--- src/rtl/fpu_pkg.sv ---
// Shared FPU types and constants: bf16 field layout, encodings and the
// state enum used by the sequential bf16 adder.
package fpu_pkg;

  typedef struct packed {
    logic       sign;
    logic [7:0] exp;
    logic [6:0] man;
  } bf16_t;

  localparam int          BF16_BIAS    = 127;
  localparam logic [7:0]  BF16_EXP_MAX = 8'hFF;
  localparam logic [15:0] BF16_QNAN    = 16'h7FC0;

  typedef enum logic [2:0] {
    IDLE,
    ALIGN,
    ADD,
    NORM,
    DONE
  } add_state_e;

endpackage

--- src/rtl/bf16_lzc.sv ---
// 12-bit leading-zero counter for the adder's normalisation step.
// An all-zero input reports 12.
module bf16_lzc (
  input  logic [11:0] x,
  output logic [3:0]  cnt
);

  // Scanning upward lets the most significant set bit win.
  always_comb begin
    cnt = 4'd12;
    for (int i = 0; i < 12; i++) begin
      if (x[i]) cnt = 4'(11 - i);
    end
  end

endmodule

--- src/rtl/bf16_add_seq.sv ---
// Multi-cycle bfloat16 add/subtract (IDLE->ALIGN->ADD->NORM->DONE), RNE, FTZ.
// Define BF16_ADD_FLAGS_EN to add flags_o = {invalid, overflow, underflow, inexact}.
module bf16_add_seq
  import fpu_pkg::*;
#(
  parameter logic [15:0] QNAN    = BF16_QNAN,
  parameter int          GUARD_W = 3
) (
  input  logic        clk_i,
  input  logic        rst_i,
  input  logic        valid_i,
  output logic        ready_o,
  input  logic [15:0] a_i,
  input  logic [15:0] b_i,
  input  logic        sub_i,
  output logic        valid_o,
  input  logic        ready_i,
`ifdef BF16_ADD_FLAGS_EN
  output logic [3:0]  flags_o,
`endif
  output logic [15:0] result_o
);

  localparam int SIG_W   = 8 + GUARD_W;
  localparam int SUM_W   = SIG_W + 1;
  localparam int EXP_INF = 2 * BF16_BIAS + 1;

  add_state_e state, state_nx;

  logic [15:0]             a_r, b_r;
  logic                    sx_r, sub_r, spec_r;
  logic signed [9:0]       ex_r;
  logic [SIG_W-1:0]        sig_x_r, sig_y_r;
  logic [15:0]             spec_res_r;
  logic [SUM_W-1:0]        sum_r;

  function automatic logic [SIG_W-1:0] align_sticky(input logic [SIG_W-1:0] sig,
                                                    input logic [7:0] d);
    logic [SIG_W-1:0] mask;
    if (d > 8'(SIG_W - 1)) return {{(SIG_W-1){1'b0}}, |sig};
    mask = ~({SIG_W{1'b1}} << d);
    return (sig >> d) | {{(SIG_W-1){1'b0}}, |(sig & mask)};
  endfunction

  // Returns the rounded 8-bit significand with its carry in bit 8.
  function automatic logic [8:0] round_rne(input logic [SUM_W-1:0] n);
    logic g, r, s, up;
    g  = n[GUARD_W];
    r  = n[GUARD_W-1];
    s  = |n[GUARD_W-2:0];
    up = g & (r | s | n[GUARD_W+1]);
    return {1'b0, n[SUM_W-1 -: 8]} + {8'b0, up};
  endfunction

  function automatic logic [15:0] pack_sat(input logic s, input logic signed [9:0] e,
                                           input logic [6:0] m);
    if (e >= 10'(EXP_INF)) return {s, BF16_EXP_MAX, 7'h00};
    if (e <= 10'sd0)       return {s, 15'h0000};
    return {s, e[7:0], m};
  endfunction

  // ---- control FSM ----
  always_comb begin
    state_nx = state;
    ready_o  = 1'b0;
    case (state)
      IDLE: begin
        ready_o = 1'b1;
        if (valid_i) state_nx = ALIGN;
      end
      ALIGN:   state_nx = ADD;
      ADD:     state_nx = NORM;
      NORM:    state_nx = DONE;
      DONE:    if (ready_i) state_nx = IDLE;
      default: state_nx = IDLE;
    endcase
  end

  // ---- ALIGN: unpack, classify, order by magnitude, align Y ----
  bf16_t            a_u, b_u, x, y;
  logic             a_zero, b_zero, a_inf, b_inf, a_nan, b_nan, swap;
  logic [SIG_W-1:0] sig_x, sig_y;
  logic             spec_hit, spec_inv;
  logic [15:0]      spec_res;

  always_comb begin
    a_u    = a_r;
    b_u    = b_r;
    a_zero = (a_u.exp == 8'h00);
    b_zero = (b_u.exp == 8'h00);
    a_inf  = (a_u.exp == BF16_EXP_MAX) && (a_u.man == 7'h00);
    b_inf  = (b_u.exp == BF16_EXP_MAX) && (b_u.man == 7'h00);
    a_nan  = (a_u.exp == BF16_EXP_MAX) && (a_u.man != 7'h00);
    b_nan  = (b_u.exp == BF16_EXP_MAX) && (b_u.man != 7'h00);
    swap   = (b_zero ? 15'h0 : b_r[14:0]) > (a_zero ? 15'h0 : a_r[14:0]);
    x      = swap ? b_u : a_u;
    y      = swap ? a_u : b_u;
    sig_x  = (x.exp == 8'h00) ? '0 : {1'b1, x.man, {GUARD_W{1'b0}}};
    sig_y  = align_sticky((y.exp == 8'h00) ? '0 : {1'b1, y.man, {GUARD_W{1'b0}}},
                          x.exp - y.exp);

    spec_hit = 1'b1;
    spec_inv = 1'b0;
    spec_res = 16'h0000;
    if (a_nan || b_nan || (a_inf && b_inf && (a_u.sign != b_u.sign))) begin
      spec_res = QNAN;
      spec_inv = 1'b1;
    end else if (a_inf) begin
      spec_res = {a_u.sign, BF16_EXP_MAX, 7'h00};
    end else if (b_inf) begin
      spec_res = {b_u.sign, BF16_EXP_MAX, 7'h00};
    end else if (a_zero && b_zero) begin
      spec_res = {a_u.sign & b_u.sign, 15'h0000};
    end else begin
      spec_hit = 1'b0;
    end
  end

  // ---- NORM: normalise, round, saturate ----
  logic [3:0]        lzc;
  logic [SUM_W-1:0]  norm;
  logic [8:0]        m9;
  logic [6:0]        man_r;
  logic signed [9:0] e_n, e_r;
  logic [15:0]       norm_res;

  bf16_lzc u_lzc (
    .x   (sum_r),
    .cnt (lzc)
  );

  always_comb begin
    norm     = sum_r << lzc;
    m9       = round_rne(norm);
    man_r    = m9[8] ? m9[7:1] : m9[6:0];
    e_n      = ex_r + 10'sd1 - $signed({6'b0, lzc});
    e_r      = e_n + $signed({9'b0, m9[8]});
    norm_res = (sum_r == '0) ? 16'h0000 : pack_sat(sx_r, e_r, man_r);
  end

  // Datapath registers carry no reset; their contents are only used once
  // the FSM has walked through the stage that loads them.
  always_ff @(posedge clk_i) begin
    case (state)
      IDLE: begin
        if (valid_i) begin
          a_r <= a_i;
          b_r <= b_i ^ {sub_i, 15'b0};
        end
      end
      ALIGN: begin
        sx_r       <= x.sign;
        sub_r      <= x.sign ^ y.sign;
        ex_r       <= $signed({2'b00, x.exp});
        sig_x_r    <= sig_x;
        sig_y_r    <= sig_y;
        spec_r     <= spec_hit;
        spec_res_r <= spec_res;
      end
      ADD: begin
        sum_r <= sub_r ? ({1'b0, sig_x_r} - {1'b0, sig_y_r})
                       : ({1'b0, sig_x_r} + {1'b0, sig_y_r});
      end
      default: ;
    endcase
  end

  always_ff @(posedge clk_i or posedge rst_i) begin
    if (rst_i) begin
      state    <= IDLE;
      valid_o  <= 1'b0;
      result_o <= 16'h0000;
    end else begin
      state <= state_nx;
      if (state == NORM) begin
        valid_o  <= 1'b1;
        result_o <= spec_r ? spec_res_r : norm_res;
      end else if ((state == DONE) && ready_i) begin
        valid_o <= 1'b0;
      end
    end
  end

`ifdef BF16_ADD_FLAGS_EN
  logic inv_r, ovf, unf, inx;

  assign ovf = !spec_r && (sum_r != '0) && (e_r >= 10'(EXP_INF));
  assign unf = !spec_r && (sum_r != '0) && (e_r <= 10'sd0);
  assign inx = !spec_r && ((|norm[GUARD_W:0]) || ovf || unf);

  always_ff @(posedge clk_i) begin
    if (state == ALIGN) inv_r <= spec_inv;
  end

  always_ff @(posedge clk_i or posedge rst_i) begin
    if (rst_i)              flags_o <= 4'h0;
    else if (state == NORM) flags_o <= {spec_r & inv_r, ovf, unf, inx};
  end
`else
  logic unused_inv;
  assign unused_inv = spec_inv;
`endif

endmodule

--- config.mk ---
export PLATFORM = sky130hd
export DESIGN_NAME = bf16_add_seq
export DESIGN_NICKNAME = d
export VERILOG_FILES = /design/src/rtl/fpu_pkg.sv /design/src/rtl/bf16_lzc.sv /design/src/rtl/bf16_add_seq.sv
export SDC_FILE = /design/constraint.sdc
export NUM_CORES = 1
export LEC_CHECK = 0
export CAP_MARGIN = 0
export CORE_MARGIN = 5
export CORE_UTILIZATION = 30
export CTS_BUF_LIST = sky130_fd_sc_hd__clkbuf_16
export CTS_CLUSTER_DIAMETER = 50
export DETAILED_ROUTE_END_ITERATION = 6
export GPL_TIMING_DRIVEN = 0
export SLEW_MARGIN = 40
export SYNTH_ARGS = -nofsm -noshare
export SYNTH_HDL_FRONTEND = slang
export SYNTH_SLANG_ARGS = --single-unit
--- constraint.sdc ---
create_clock -name clk_i -period 5.6 [get_ports clk_i]
set_input_delay 0.56 -clock clk_i [delete_from_list [all_inputs] [get_ports clk_i]]
set_output_delay 0.56 -clock clk_i [all_outputs]
set_load 0.02 [all_outputs]
=== After elaboration in Yosys (flattened, before gate mapping) ===
Index checks and enable logic that the tools add are counted.
Widths: inputs -> output; s select.

* Input port bits: 37
* Logic and storage cells: 116
* Flip-flop bits (word level): 113
* Output and inout port bits: 18

* Reduce and logical (&&, ||, !) cells: 27
* Order comparisons: 4
* Muxes and demuxes: 42
* Add/subtract/negate cells: 7
* Bitwise logic cells: 9
* Shift-type cells: 3
* Equal/unequal tests: 9

{| class="wikitable"
|+ Operator list
! kind !! count
|-
| $mux 16 || 11
|-
| $mux 11 || 4
|-
| $logic_not 8->1 || 4
|-
| $mux 4 || 8
|-
| $mux 15 || 2
|-
| $reduce_or 11->1 || 2
|-
| $mux 3 || 6
|-
| $eq 8x8->1 const B || 2
|-
| $xor 16x16->16 || 1
|-
| $gt 15x15->1 || 1
|-
| $pmux 3 s5 || 1
|-
| $logic_not 7->1 || 2
|-
| $reduce_bool 7->1 || 2
|-
| $add 11x11->12 || 1
|-
| $logic_not 12->1 || 1
|-
| $mux 12 || 1
|-
| $shl 12x4->12 || 1
|-
| $sub 11x11->12 || 1
|-
| $and 11x11->11 || 1
|-
| $not 11->11 || 1
|-
| $or 11x1->11 || 1
|-
| $shl 11x8->11 const A || 1
|-
| $shr 11x8->11 || 1
|-
| $add 10x2->10 || 1
|-
| other kinds (24) || 44
|}

=== Longest topological paths before layout ===
Gate-level depths: netlist of the first run.

* Word-level depth: 26
* Depth in mapped cells: 28
* Gate-level depth less buffers: 26

=== Hierarchy ===
A second synthesis of the first run with hierarchy kept.

* Cell total of the unflattened synthesis: 747
* Area total of the unflattened synthesis: 7124.3 sq um

{| class="wikitable"
|+ Modules (own cells, without submodules)
! module !! area an instance (sq um) !! cells an instance !! times used
|-
| bf16_add_seq || 7013.0 || 726 || 1
|-
| bf16_lzc || 111.4 || 21 || 1
|}

=== Worst setup path after synthesis of the first run ===
Ideal clock, no wire load.

* Path type: register to register
* Start: register sum_r[0]
* End: register result_o[6]
* Setup time: 0.095 ns
* Setup slack: 0.382 ns
* Cell stages (with the launch flop): 26
* Arrival: 5.123 ns
* Path buffers: 2
* Path through: edfxtp_1 > clkbuf_1 > nor2_1 > o31ai_1 > a211oi_1 > or2_1 > buf_2 > o31ai_1 > and4bb_2 > ha_1 > nand3b_1 > nor2_1 > nand2_1 > inv_2 > fa_1 > ha_1 > fa_1 > a21oi_1 > nor2_1 > nor2_1 > o21bai_1 > a21oi_1 > xnor2_1 > o41ai_1 > or4_1 > o31ai_1

* Cells in the longest elaborated chain, start to end: 26
* Elaborated cells between the ends (all ways): 32
* Classes of those cells: add/sub: 3; order compare: 2; shift: 1; mux: 21; bitwise: 3; reduce/logical: 2

{| class="wikitable"
|+ RTL lines
! item !! RTL line !! RTL
|-
| start, declared || bf16_add_seq.sv:35 || <nowiki>logic [SUM_W-1:0] sum_r;</nowiki>
|-
| start signal, assigned || bf16_add_seq.sv:161 || <nowiki>sum_r <= sub_r ? ({1'b0, sig_x_r} - {1'b0, sig_y_r})</nowiki>
|-
| $mux 3 (4 in a row) || bf16_lzc.sv:12 || <nowiki>if (x[i]) cnt = 4'(11 - i);</nowiki>
|-
| $mux 4 (8 in a row) || bf16_lzc.sv:12 ||
|-
| $shl 12x4->12 || bf16_add_seq.sv:133 || <nowiki>norm = sum_r << lzc;</nowiki>
|-
| $reduce_or 2->1 || bf16_add_seq.sv:50 || <nowiki>s = |n[GUARD_W-2:0];</nowiki>
|-
| $or 1x1->1 (2 in a row) || bf16_add_seq.sv:51 || <nowiki>up = g & (r | s | n[GUARD_W+1]);</nowiki>
|-
| $and 1x1->1 || bf16_add_seq.sv:51 ||
|-
| $add 8x1->9 || bf16_add_seq.sv:52 || <nowiki>return {1'b0, n[SUM_W-1 -: 8]} + {8'b0, up};</nowiki>
|-
| $add 10x2->10 || bf16_add_seq.sv:137 || <nowiki>e_r = e_n + $signed({9'b0, m9[8]});</nowiki>
|-
| $le 10x1->1 || bf16_add_seq.sv:58 || <nowiki>if (e <= 10'sd0) return {s, 15'h0000};</nowiki>
|-
| $mux 1 (2 in a row) || bf16_add_seq.sv:58 ||
|-
| $mux 16 || bf16_add_seq.sv:59 || <nowiki>return {s, e[7:0], m};</nowiki>
|-
| $mux 16 || bf16_add_seq.sv:58 ||
|-
| $mux 16 (*) || bf16_add_seq.sv:138 || <nowiki>norm_res = (sum_r == '0) ? 16'h0000 : pack_sat(sx_r, e_r, man_r);</nowiki>
|-
| $mux 16 (*) || bf16_add_seq.sv:177 || <nowiki>result_o <= spec_r ? spec_res_r : norm_res;</nowiki>
|-
| end signal, assigned || bf16_add_seq.sv:177 ||
|-
| end, declared || bf16_add_seq.sv:21 || <nowiki>output logic [15:0] result_o</nowiki>
|}

Mark *: on every way between the ends. The rest lies on a longest branch, timed or not. The select of a mux whose other input is x is not followed.
A chain may end at the register's enable or synchronous reset.

=== Worst setup path after layout of the first run ===
* Start: register sum_r[3]
* End: register result_o[6]

* Cells in the longest elaborated chain, start to end: 23
* Elaborated cells between the ends (all ways): 29
* Classes of those cells: add/sub: 3; order compare: 2; shift: 1; mux: 18; bitwise: 3; reduce/logical: 2

{| class="wikitable"
|+ RTL lines
! item !! RTL line
|-
| $mux 3 || bf16_lzc.sv:12
|-
| $mux 4 (8 in a row) || bf16_lzc.sv:12
|-
| $shl 12x4->12 || bf16_add_seq.sv:133
|-
| $reduce_or 2->1 || bf16_add_seq.sv:50
|-
| $or 1x1->1 (2 in a row) || bf16_add_seq.sv:51
|-
| $and 1x1->1 || bf16_add_seq.sv:51
|-
| $add 8x1->9 || bf16_add_seq.sv:52
|-
| $add 10x2->10 || bf16_add_seq.sv:137
|-
| $le 10x1->1 || bf16_add_seq.sv:58
|-
| $mux 1 (2 in a row) || bf16_add_seq.sv:58
|-
| $mux 16 || bf16_add_seq.sv:59
|-
| $mux 16 || bf16_add_seq.sv:58
|-
| $mux 16 (*) || bf16_add_seq.sv:138
|-
| $mux 16 (*) || bf16_add_seq.sv:177
|}

Marked as above.

==> flow_summary.ini, run 1 <==
[clocking]
clk_latency_ns = 0.35
clk_path_buf_depth = 2
cts_tree = built
htreeDepth = 3
cts-root-buf = clkbuf_16
cts_inserted_buffers = 9
path_clk_slew_ns = 0.07
ctsHoldBuffers = 0
cts.sink_count = 97

[synth]
synth_compound_area_share_pct = 19.1
synth_ff_type = edfxtp_1
yosysMostFrequentCell = nand2_1
synth-simple-area-share_pct = 21.2
synth_top_family_by_area = simple AND/OR/NAND/NOR gates
seq_area_frac_synth_pct = 40.3
postSynthRegisterBits = 97
synth.top_cell.area_share_pct = 33.1
yosysWarnings = 0
netlist_top_cells_area = edfxtp_1, dfrtp_1, ha_1
async_flop_share_pct = 20.6
synth.cell_area_mm2 = 0.00698
syn-num-nets = 852
synth_edf_count = 77
synth_common_cells = nand2_1, edfxtp_1, a21oi_1, nor2_1, o21ai_0
synthXorXnorAreaFrac_pct = 4.52
synthCells = 775
yosys.cell_types.count = 69
yosys.area.top_type = edfxtp_1
avgSynthCellArea_um2 = 9.01
synthAdderAreaFrac_pct = 7.39
muxShareOfSynthArea_pct = 3.41

[worst_setup_path]
crit_path_max_incr_delay_ns = 0.59
critPathLaunchType = flop
crit_path_end_kind = flop
path_common_cell = nor2_1
required_ns = 5.86
arrival_ns = 5.65
timing.rr.end = result_o[6]
path_cells = o31ai_2, a211oi_2, or2_1, buf_2, inv_4, o211ai_1, and4bb_2, ha_1, nand3b_1, nor2_1, nand2_2, inv_2, fa_1, ha_1, fa_1, a21oi_1, nor2_1, nor2_1, o21bai_1, a21oi_2, xnor2_1, o41ai_2, or4_4, o31ai_1
cp_slowest_cell = or4_4
cp_max_fo = 9
reg2regPathDepth = 24
timing.rr.start = sum_r[3]
ff2ff_setup_slack_ns = 0.20
critPathKind = flop to flop

[final_layout]
fin_util_pct = 37.5
num_antenna_cells = 0
regArea_mm2 = 0.00281
fillers = 2301
final_cell_count_no_fill = 1182
area_delta_synth_final_pct = 22.3
finish.net_count = 941
multi_input_area_mm2 = 0.00404
final_area_mm2 = 0.00854
layout-drive-gt1-share_pct = 11.5

[global_routing]
grt_pass1_vias = 5614
grt_max_degree = 33
grt_usage_pct = 12.9
grt-ovfl-total = 0
antenna_found_initial = 0
grt_pass1_wl_um = 27900

[placement]
dp.cells = 1147
dp_hpwl_um = 13200
place_congestion = 0.880
portBuffers = 54
placed_area_mm2 = 0.00797

[timing]
relSlewSlack_pct = 51.2
tightest_slew_ns = 0.722
hold_viol_final = 0
finalCritPeriodShare_pct = 96.4
fin_setup_tns_ns = 0
period_needed_ns = 5.40
setup_viol = 0
report.final.slew_viol_count = 0
fin_worst_skew_ns = 0.0108
max_freq_mhz = 185

[power]
p_leak_nw = 3.22
ir_drop_mv = 0.188
p_total_mw = 5.15
cellPowerDensity_mw_per_mm2 = 603

[die]
ioPinCount = 55
die_y_um = 163
core.rowCount = 55
start_util_pct = 30.6
dieArea_mm2 = 0.0264
core_area_mm2 = 0.0228
die_width_um = 163

[detailed_routing]
drt-total-wl_um = 17200
ant_nets = 0
drtPass1Iterations = 5
drc_errors = 0
viasPerCell = 5.12
drtIter0Drc = 414
vias = 6053
wl_per_cell_um = 14.5

[min_path]
hold_path.class = flop to flop
holdPathEnd = result_o[15]
hold_path_startpoint = result_o[15]
hold_depth = 2

[run_status]
status = finished clean

[flow_run]
maxCapViolCount = 0
where the power goes:
part / total [mW] / switching (mW) / internal [mW]
Clock: 0.568 / 0.270 / 0.298
Combinational: 3.22 / 1.85 / 1.37
Sequential: 1.36 / 0.220 / 1.14
Total: 5.15 / 2.34 / 2.81
registers in the layout (all words and copies together) (netlist names), 8 cells and up:
| register | flops |
|---|---|
| sig_y_r | 11 |
| ex_r | 8 |
| result_o | 16 |
| b_r | 16 |
| a_r | 16 |
| sig_x_r | 8 |
| sum_r | 12 |
how the worst max path moves through the flow:
stage                  start           to  slack, ns  cells after the start
detailed placement   b_r[13]   sig_y_r[7]      -0.62                     20
floorplan           sum_r[0]  result_o[6]       0.38                     25
CTS                 sum_r[2]  result_o[6]      0.002                     23
finish              sum_r[3]  result_o[6]       0.20                     24
global placement     b_r[13]   sig_y_r[7]      -0.61                     20
global route        sum_r[3]  result_o[6]      -0.03                     24
what timing repair did:
item	CTS	global route
pin swaps	0	4
endpoints found under the setup margin	24	18
gates resized for setup	11	25
setup buffers	3	19
through the flow:
stage | hold WS (ns) | worst slack (ns)
after global routing | 0.544 | -0.0308
after detailed placement | 0.482 | -0.623
after CTS | 0.497 | 0.00187
after global placement | 0.466 | -0.610
after floorplan | 0.500 | 0.382
final | 0.490 | 0.201
layout by cell type, fill, tap and decap left out, types with 20 or more instances in the layout:
cell type        count
dfrtp_1             20
ha_1                38
o21ai_0             39
buf_4               26
xnor2_1             28
inv_1               38
clkbuf_1            24
a21oi_1             66
clkdlybuf4s50_1     54
edfxtp_1            77
nor2_1              65
nand2_1             98
cell families after synthesis:
logic type,after synthesis
and+or+nand+nor,299
adders and majority gates,40
xor gates and xnor gates,36
muxes,23
AOI/OAI and AO/OA,205
buffers and inverters,75
DFF,97
per-layer routing:
| layer | up-vias | global-route usage [%] | part of all wire (%) |
|---|---|---|---|
| li1 | 3030 | - | - |
| met5 | - | 0 | 0 |
| met1 | 2854 | 17.6 | 47 |
| met3 | 18 | 3.26 | 4.8 |
| met2 | 151 | 20.7 | 47 |
| met4 | 0 | 2.92 | 1.4 |
critical path: cells and delay by family, from the launching register on:
| kind | cells | cell delay (ns) |
|---|---|---|
| xor gates and xnor gates | 1 | 0.21 |
| adders and majority gates | 4 | 1.21 |
| and+or+nand+nor | 8 | 1.61 |
| buffers and inverters | 3 | 0.34 |
| DFF | 1 | 0.47 |
| AOI/OAI and AO/OA | 8 | 1.45 |
cell type report:
| cell class | instances | area share [%] |
|---|---|---|
| Clock buffer | 9 | 2.64 |
| Inverter | 41 | 1.83 |
| Buffer | 31 | 1.55 |
| Clock inverter | 7 | 0.454 |
| Tap cell | 313 | 4.59 |
| Sequential cell | 97 | 32.9 |
| Timing Repair Buffer | 81 | 8.68 |
| Multi-Input combinational cell | 603 | 47.3 |
(Power assumes the default switching activity.)
==> run 2, diff against run 1 <==
--- a/config.mk
+++ b/config.mk
@@ -12,6 +12,7 @@
 export CTS_CLUSTER_DIAMETER = 50
 export DETAILED_ROUTE_END_ITERATION = 6
 export GPL_TIMING_DRIVEN = 0
+export REMOVE_ABC_BUFFERS = 1
 export SLEW_MARGIN = 40
 export SYNTH_ARGS = -nofsm -noshare
 export SYNTH_HDL_FRONTEND = slang
==> flow_summary.ini, run 2 (synthesis gave the netlist of run 1 again) <==
[run_status]
status = finished clean

[placement]
dp.cells = 1115
dp_hpwl_um = 12300
place_congestion = 0.871
preCtsSetupSlack_ns = -0.358
portBuffers = 54

[final_layout]
num_antenna_cells = 0
layout_common_cells = nand2_1, edfxtp_1, a21oi_1, nor2_1, clkdlybuf4s50_1
regArea_mm2 = 0.00281
multi_input_area_mm2 = 0.00407
area_delta_synth_final_pct = 22.4
final_common_cell = nand2_1
reg_top3 = a_r (16), b_r (16), result_o (16)
layout-drive-gt1-share_pct = 12.5
final_cell_count_no_fill = 1155
finish.net_count = 914
fillers = 2285

[detailed_routing]
ant_nets = 0
drtPass1Iterations = 5
wl_per_cell_um = 14.5
drtIter0Drc = 429
viasPerCell = 5.15
vias = 5947
drc_errors = 0
drt-total-wl_um = 16700

[power]
ir_drop_mv = 0.229
power_switching_mw = 2.31
p_total_mw = 5.21
cellPowerDensity_mw_per_mm2 = 610
swShare_pct = 44.4
seq_power_share_pct = 26.4
comb_power_share_pct = 60.8
p_leak_nw = 3.21
clockPowerShare_pct = 12.8
p_int_mw = 2.90

[worst_setup_path]
timing.rr.start = sum_r[8]
crit_path_end_kind = flop
path_delay_family = compound AO/OA/AOI/OAI gates
path_common_cell = a21oi_1
arrival_ns = 5.51
crit_path_start = sum_r[8]
required_ns = 5.86
cp_max_fo = 6
critPathKind = flop to flop
worst-path-buf-inv = 2
path_cells = buf_4, or3_4, a31oi_1, o22ai_1, o31ai_4, and4bb_2, ha_2, nand3b_1, nor2_1, nand2_2, inv_2, fa_1, ha_1, a21o_1, a21oi_1, o21bai_1, a21oi_1, o21ai_0, xnor2_2, o41ai_2, or4_4, o31ai_2
cp_slowest_cell = or4_4
crit_path_max_incr_delay_ns = 0.59
critPathLaunchType = flop

[timing]
tightest_slew_ns = 0.807
finalCritPeriodShare_pct = 93.6
max_freq_mhz = 191
grt_setup_unrepaired = false
fin_worst_skew_ns = 0.00732
period_needed_ns = 5.24
relSlewSlack_pct = 45.5
layout_setup_ws_ns = 0.356
hold_viol_final = 0
setup_viol = 0
finalHoldWorstSlack_ns = 0.476
report.final.slew_viol_count = 0

[clocking]
htreeDepth = 3
clk_latency_ns = 0.35
path_clk_slew_ns = 0.07
clk_path_buf_depth = 2
cts-root-buf = clkbuf_16
cts.sink_count = 97
cts_tree = built
ctsHoldBuffers = 0
cts_inserted_buffers = 9

[global_routing]
antenna_found_initial = 0
grt_usage_pct = 12.2
grt_pass1_wl_um = 26700
grt_pass1_vias = 5388
grt-ovfl-total = 0
grt_max_degree = 47

[min_path]
hold_path.class = flop to flop
hold_path_startpoint = result_o[15]

[die]
die_width_um = 163
dieArea_mm2 = 0.0264
core.rowCount = 55
die_y_um = 163
ioPinCount = 55
start_util_pct = 30.6
core_area_mm2 = 0.0228

[flow_run]
maxCapViolCount = 0
run 2: per-stage QoR:
| stage | utilization [%] | TNS [ns] | cell area, um2 |
|---|---|---|---|
| floorplan | - | 0 | 6850 |
| global placement | 34.2 | -9.12 | 7780 |
| detailed placement | 34.7 | -3.11 | 7900 |
| CTS | 36.4 | 0 | 8290 |
| global route | 37.5 | 0 | 8540 |
| finish | 37.5 | 0 | 8540 |
run 2: path summary, 6_finish.rpt:
check	endpoint	slack [ns]	depth (start not counted)
min in group asynchronous	result_o[0]	0.53	2
min	result_o[15]	0.48	2
min reg2reg	result_o[15]	0.48	2
max in group asynchronous	state[1]	4.77	2
max	result_o[6]	0.36	22
max reg2reg	result_o[6]	0.36	22
run 2: layout make-up:
class | count | share of cell area, %
clock buffer | 9 | 2.64
inverter | 41 | 1.83
sequential | 97 | 32.9
timing repair buffer | 84 | 9.26
multi-input combinational | 604 | 47.7
tap | 313 | 4.59
clock inverter | 7 | 1.08
run 2: power groups by stage:
stage          clock (mW)  sequential, mW  combinational, mW
4_1_cts             0.681            1.38               2.93
3_3_place_gp            0            1.42               2.76
6_report            0.666            1.38               3.17
3_5_place_dp            0            1.41               2.84
5_1_grt             0.706            1.41               3.50
2_1_floorplan           0            1.40               2.09
run 2: layer usage:
| layer | wire length (um) | up-vias | global-route usage (%) |
|---|---|---|---|
| met2 | 7680 | 170 | 19.8 |
| met1 | 7780 | 2771 | 16.7 |
| li1 | - | 2983 | - |
| met4 | 292 | 0 | 3.31 |
| met3 | 947 | 23 | 2.53 |
| met5 | 0 | - | 0 |
run 2: what timing repair did:
item	in CTS	in global routing
pin swaps	0	6
endpoints found under the hold margin	0	0
setup endpoints to repair	13	22
resized for setup	7	22
cloned	0	1
buffers inserted	6	17
run 2: worst min-delay path, delay by kind of cell, from the launching register on:
kind | cells | cell delay, ns
AND/OR/NAND/NOR | 1 | 0.04
flip-flops | 1 | 0.34
AO/OA/AOI/OAI | 1 | 0.06
==> run 3, diff against run 2 <==
--- a/config.mk
+++ b/config.mk
@@ -6,12 +6,13 @@
 export NUM_CORES = 1
 export LEC_CHECK = 0
 export CAP_MARGIN = 0
-export CORE_MARGIN = 5
+export CORE_MARGIN = 3
 export CORE_UTILIZATION = 30
 export CTS_BUF_LIST = sky130_fd_sc_hd__clkbuf_16
 export CTS_CLUSTER_DIAMETER = 50
 export DETAILED_ROUTE_END_ITERATION = 6
 export GPL_TIMING_DRIVEN = 0
+export MAX_ROUTING_LAYER = met4
 export REMOVE_ABC_BUFFERS = 1
 export SLEW_MARGIN = 40
 export SYNTH_ARGS = -nofsm -noshare
==> flow_summary.ini, run 3 (synthesis gave the netlist of run 1 again) <==
[global_routing]
grt_usage_pct = 14.1
grt-ovfl-total = 0
grt_pass1_vias = 5603
antenna_found_initial = 0
grt_max_degree = 26
grt_pass1_wl_um = 28000

[placement]
dp_hpwl_um = 12700
place_congestion = 0.886
placed_area_mm2 = 0.00793
portBuffers = 54

[worst_setup_path]
crit_path_max_incr_delay_ns = 0.69
cp_max_fo = 15
path_cells = nor4_2, nand2_2, and2_1, ha_1, nand4_1, or4_1, o21ai_4, buf_8, a21boi_0, ha_1, a311o_1, a221oi_2, a21oi_1, o32ai_4, xnor2_1, nand4_4, nor4_2
crit_path_end_kind = flop
critPathLaunchType = flop
required_ns = 5.77
cp_slowest_cell = or4_1
critPathKind = flop to flop
arrival_ns = 5.49

[final_layout]
reg_top3 = a_r (16), b_r (16), result_o (16)
num_antenna_cells = 0
final_common_cell = nand2_1
area_delta_synth_final_pct = 23.6
final_area_mm2 = 0.00862
layout_common_cells = nand2_1, edfxtp_1, a21oi_1, nor2_1, clkdlybuf4s50_1
layout-drive-gt1-share_pct = 13.1
fin_util_pct = 37.9
finish.net_count = 919

[timing]
period_needed_ns = 5.32
finalCritPeriodShare_pct = 95.0
hold_viol_final = 0
report.final.slew_viol_count = 0
setup_viol = 0
max_freq_mhz = 188
fin_worst_skew_ns = 0.00705
tightest_slew_ns = 0.772
relSlewSlack_pct = 47.9

[detailed_routing]
drtIter0Drc = 412
vias = 5999
drc_errors = 0
drt-total-wl_um = 17200
ant_nets = 0
wl_per_cell_um = 14.8
viasPerCell = 5.17
drtPass1Iterations = 5

[clocking]
ctsHoldBuffers = 0
cts-root-buf = clkbuf_16
cts_inserted_buffers = 9
cts.sink_count = 97
htreeDepth = 3
clk_latency_ns = 0.35
cts_tree = built
clk_path_buf_depth = 2
path_clk_slew_ns = 0.07

[min_path]
hold_path.class = flop to flop

[power]
swShare_pct = 44.1
power_switching_mw = 2.34
seq_power_share_pct = 25.8
comb_power_share_pct = 60.7
ir_drop_mv = 0.221
clockPowerShare_pct = 13.5
p_leak_nw = 3.25
p_int_mw = 2.98
cellPowerDensity_mw_per_mm2 = 617

[die]
die_width_um = 159
dieArea_mm2 = 0.0251
core_area_mm2 = 0.0228
die_y_um = 159
core.rowCount = 55
start_util_pct = 30.6
ioPinCount = 55

[flow_run]
maxCapViolCount = 0

[run_status]
status = finished clean
==> run 3: path summary, 6_finish.rpt <==
kind,startpoint,end,slack (ns),depth (start not counted)
hold / removal,result_o[15],result_o[15],0.48,2
setup / recovery,b_r[11],sig_y_r[7],0.28,17
min in group asynchronous,rst_i,result_o[13],0.52,2
setup reg to reg,b_r[11],sig_y_r[7],0.28,17
max in group asynchronous,rst_i,state[1],4.78,2
hold reg to reg,result_o[15],result_o[15],0.48,2
==> run 3: cell type report <==
| type | instances | area (um2) |
|---|---|---|
| timing repair buffer | 90 | 856 |
| tap | 313 | 392 |
| clock buffer | 9 | 225 |
| fill | 2278 | 14200 |
| sequential | 97 | 2810 |
| inverter | 41 | 156 |
| clock inverter | 7 | 118 |
| multi-input combinational | 603 | 4060 |
==> run 3: per-stage QoR <==
stage               power, mW  hold slack (ns)  TNS (ns)  cells  setup slack (ns)
floorplan                3.49            0.500         0    741             0.425
global placement         4.19            0.462     -8.68   1108            -0.661
detailed placement       4.29            0.470     -3.37   1116            -0.363
CTS                      5.10            0.485         0   1139            0.0219
global route             5.75            0.524    -0.148   1160           -0.0452
finish                   5.32            0.476         0   1160             0.280
==> run 3: power by group through the flow <==
stage	clock, mW	combinational [mW]	sequential [mW]
3_5_place_dp	0	2.88	1.41
2_1_floorplan	0	2.09	1.40
4_1_cts	0.734	2.98	1.39
5_1_grt	0.763	3.58	1.41
6_report	0.718	3.23	1.37
3_3_place_gp	0	2.77	1.42
==> run 3: layer usage <==
layer  GRT usage, %  share of wire (%)  wire [um]  vias up
met4           3.93                1.3        221        0
met3           2.12                4.6        789       15
li1               -                  -          -     2983
met2           22.4                 47       8140      171
met5              -                  0          0        -
met1           18.7                 47       8020     2830
==> run 3: repair_timing <==
item,CTS,global route
endpoints found under the hold margin,0,0
setup buffers,7,21
setup endpoints to repair,13,21
resized for setup,11,21
pin swaps,0,6
==> run 3: worst max-delay path: cells and delay by family, from the launching register on <==
| family | cells | cell delay (ns) |
|---|---|---|
| AO/OA/AOI/OAI | 6 | 1.45 |
| XOR/XNOR | 1 | 0.28 |
| adder cells (fa/ha/maj) | 2 | 0.51 |
| AND/OR/NAND/NOR | 7 | 2.17 |
| flip-flops | 1 | 0.51 |
| buffers and inverters | 1 | 0.21 |
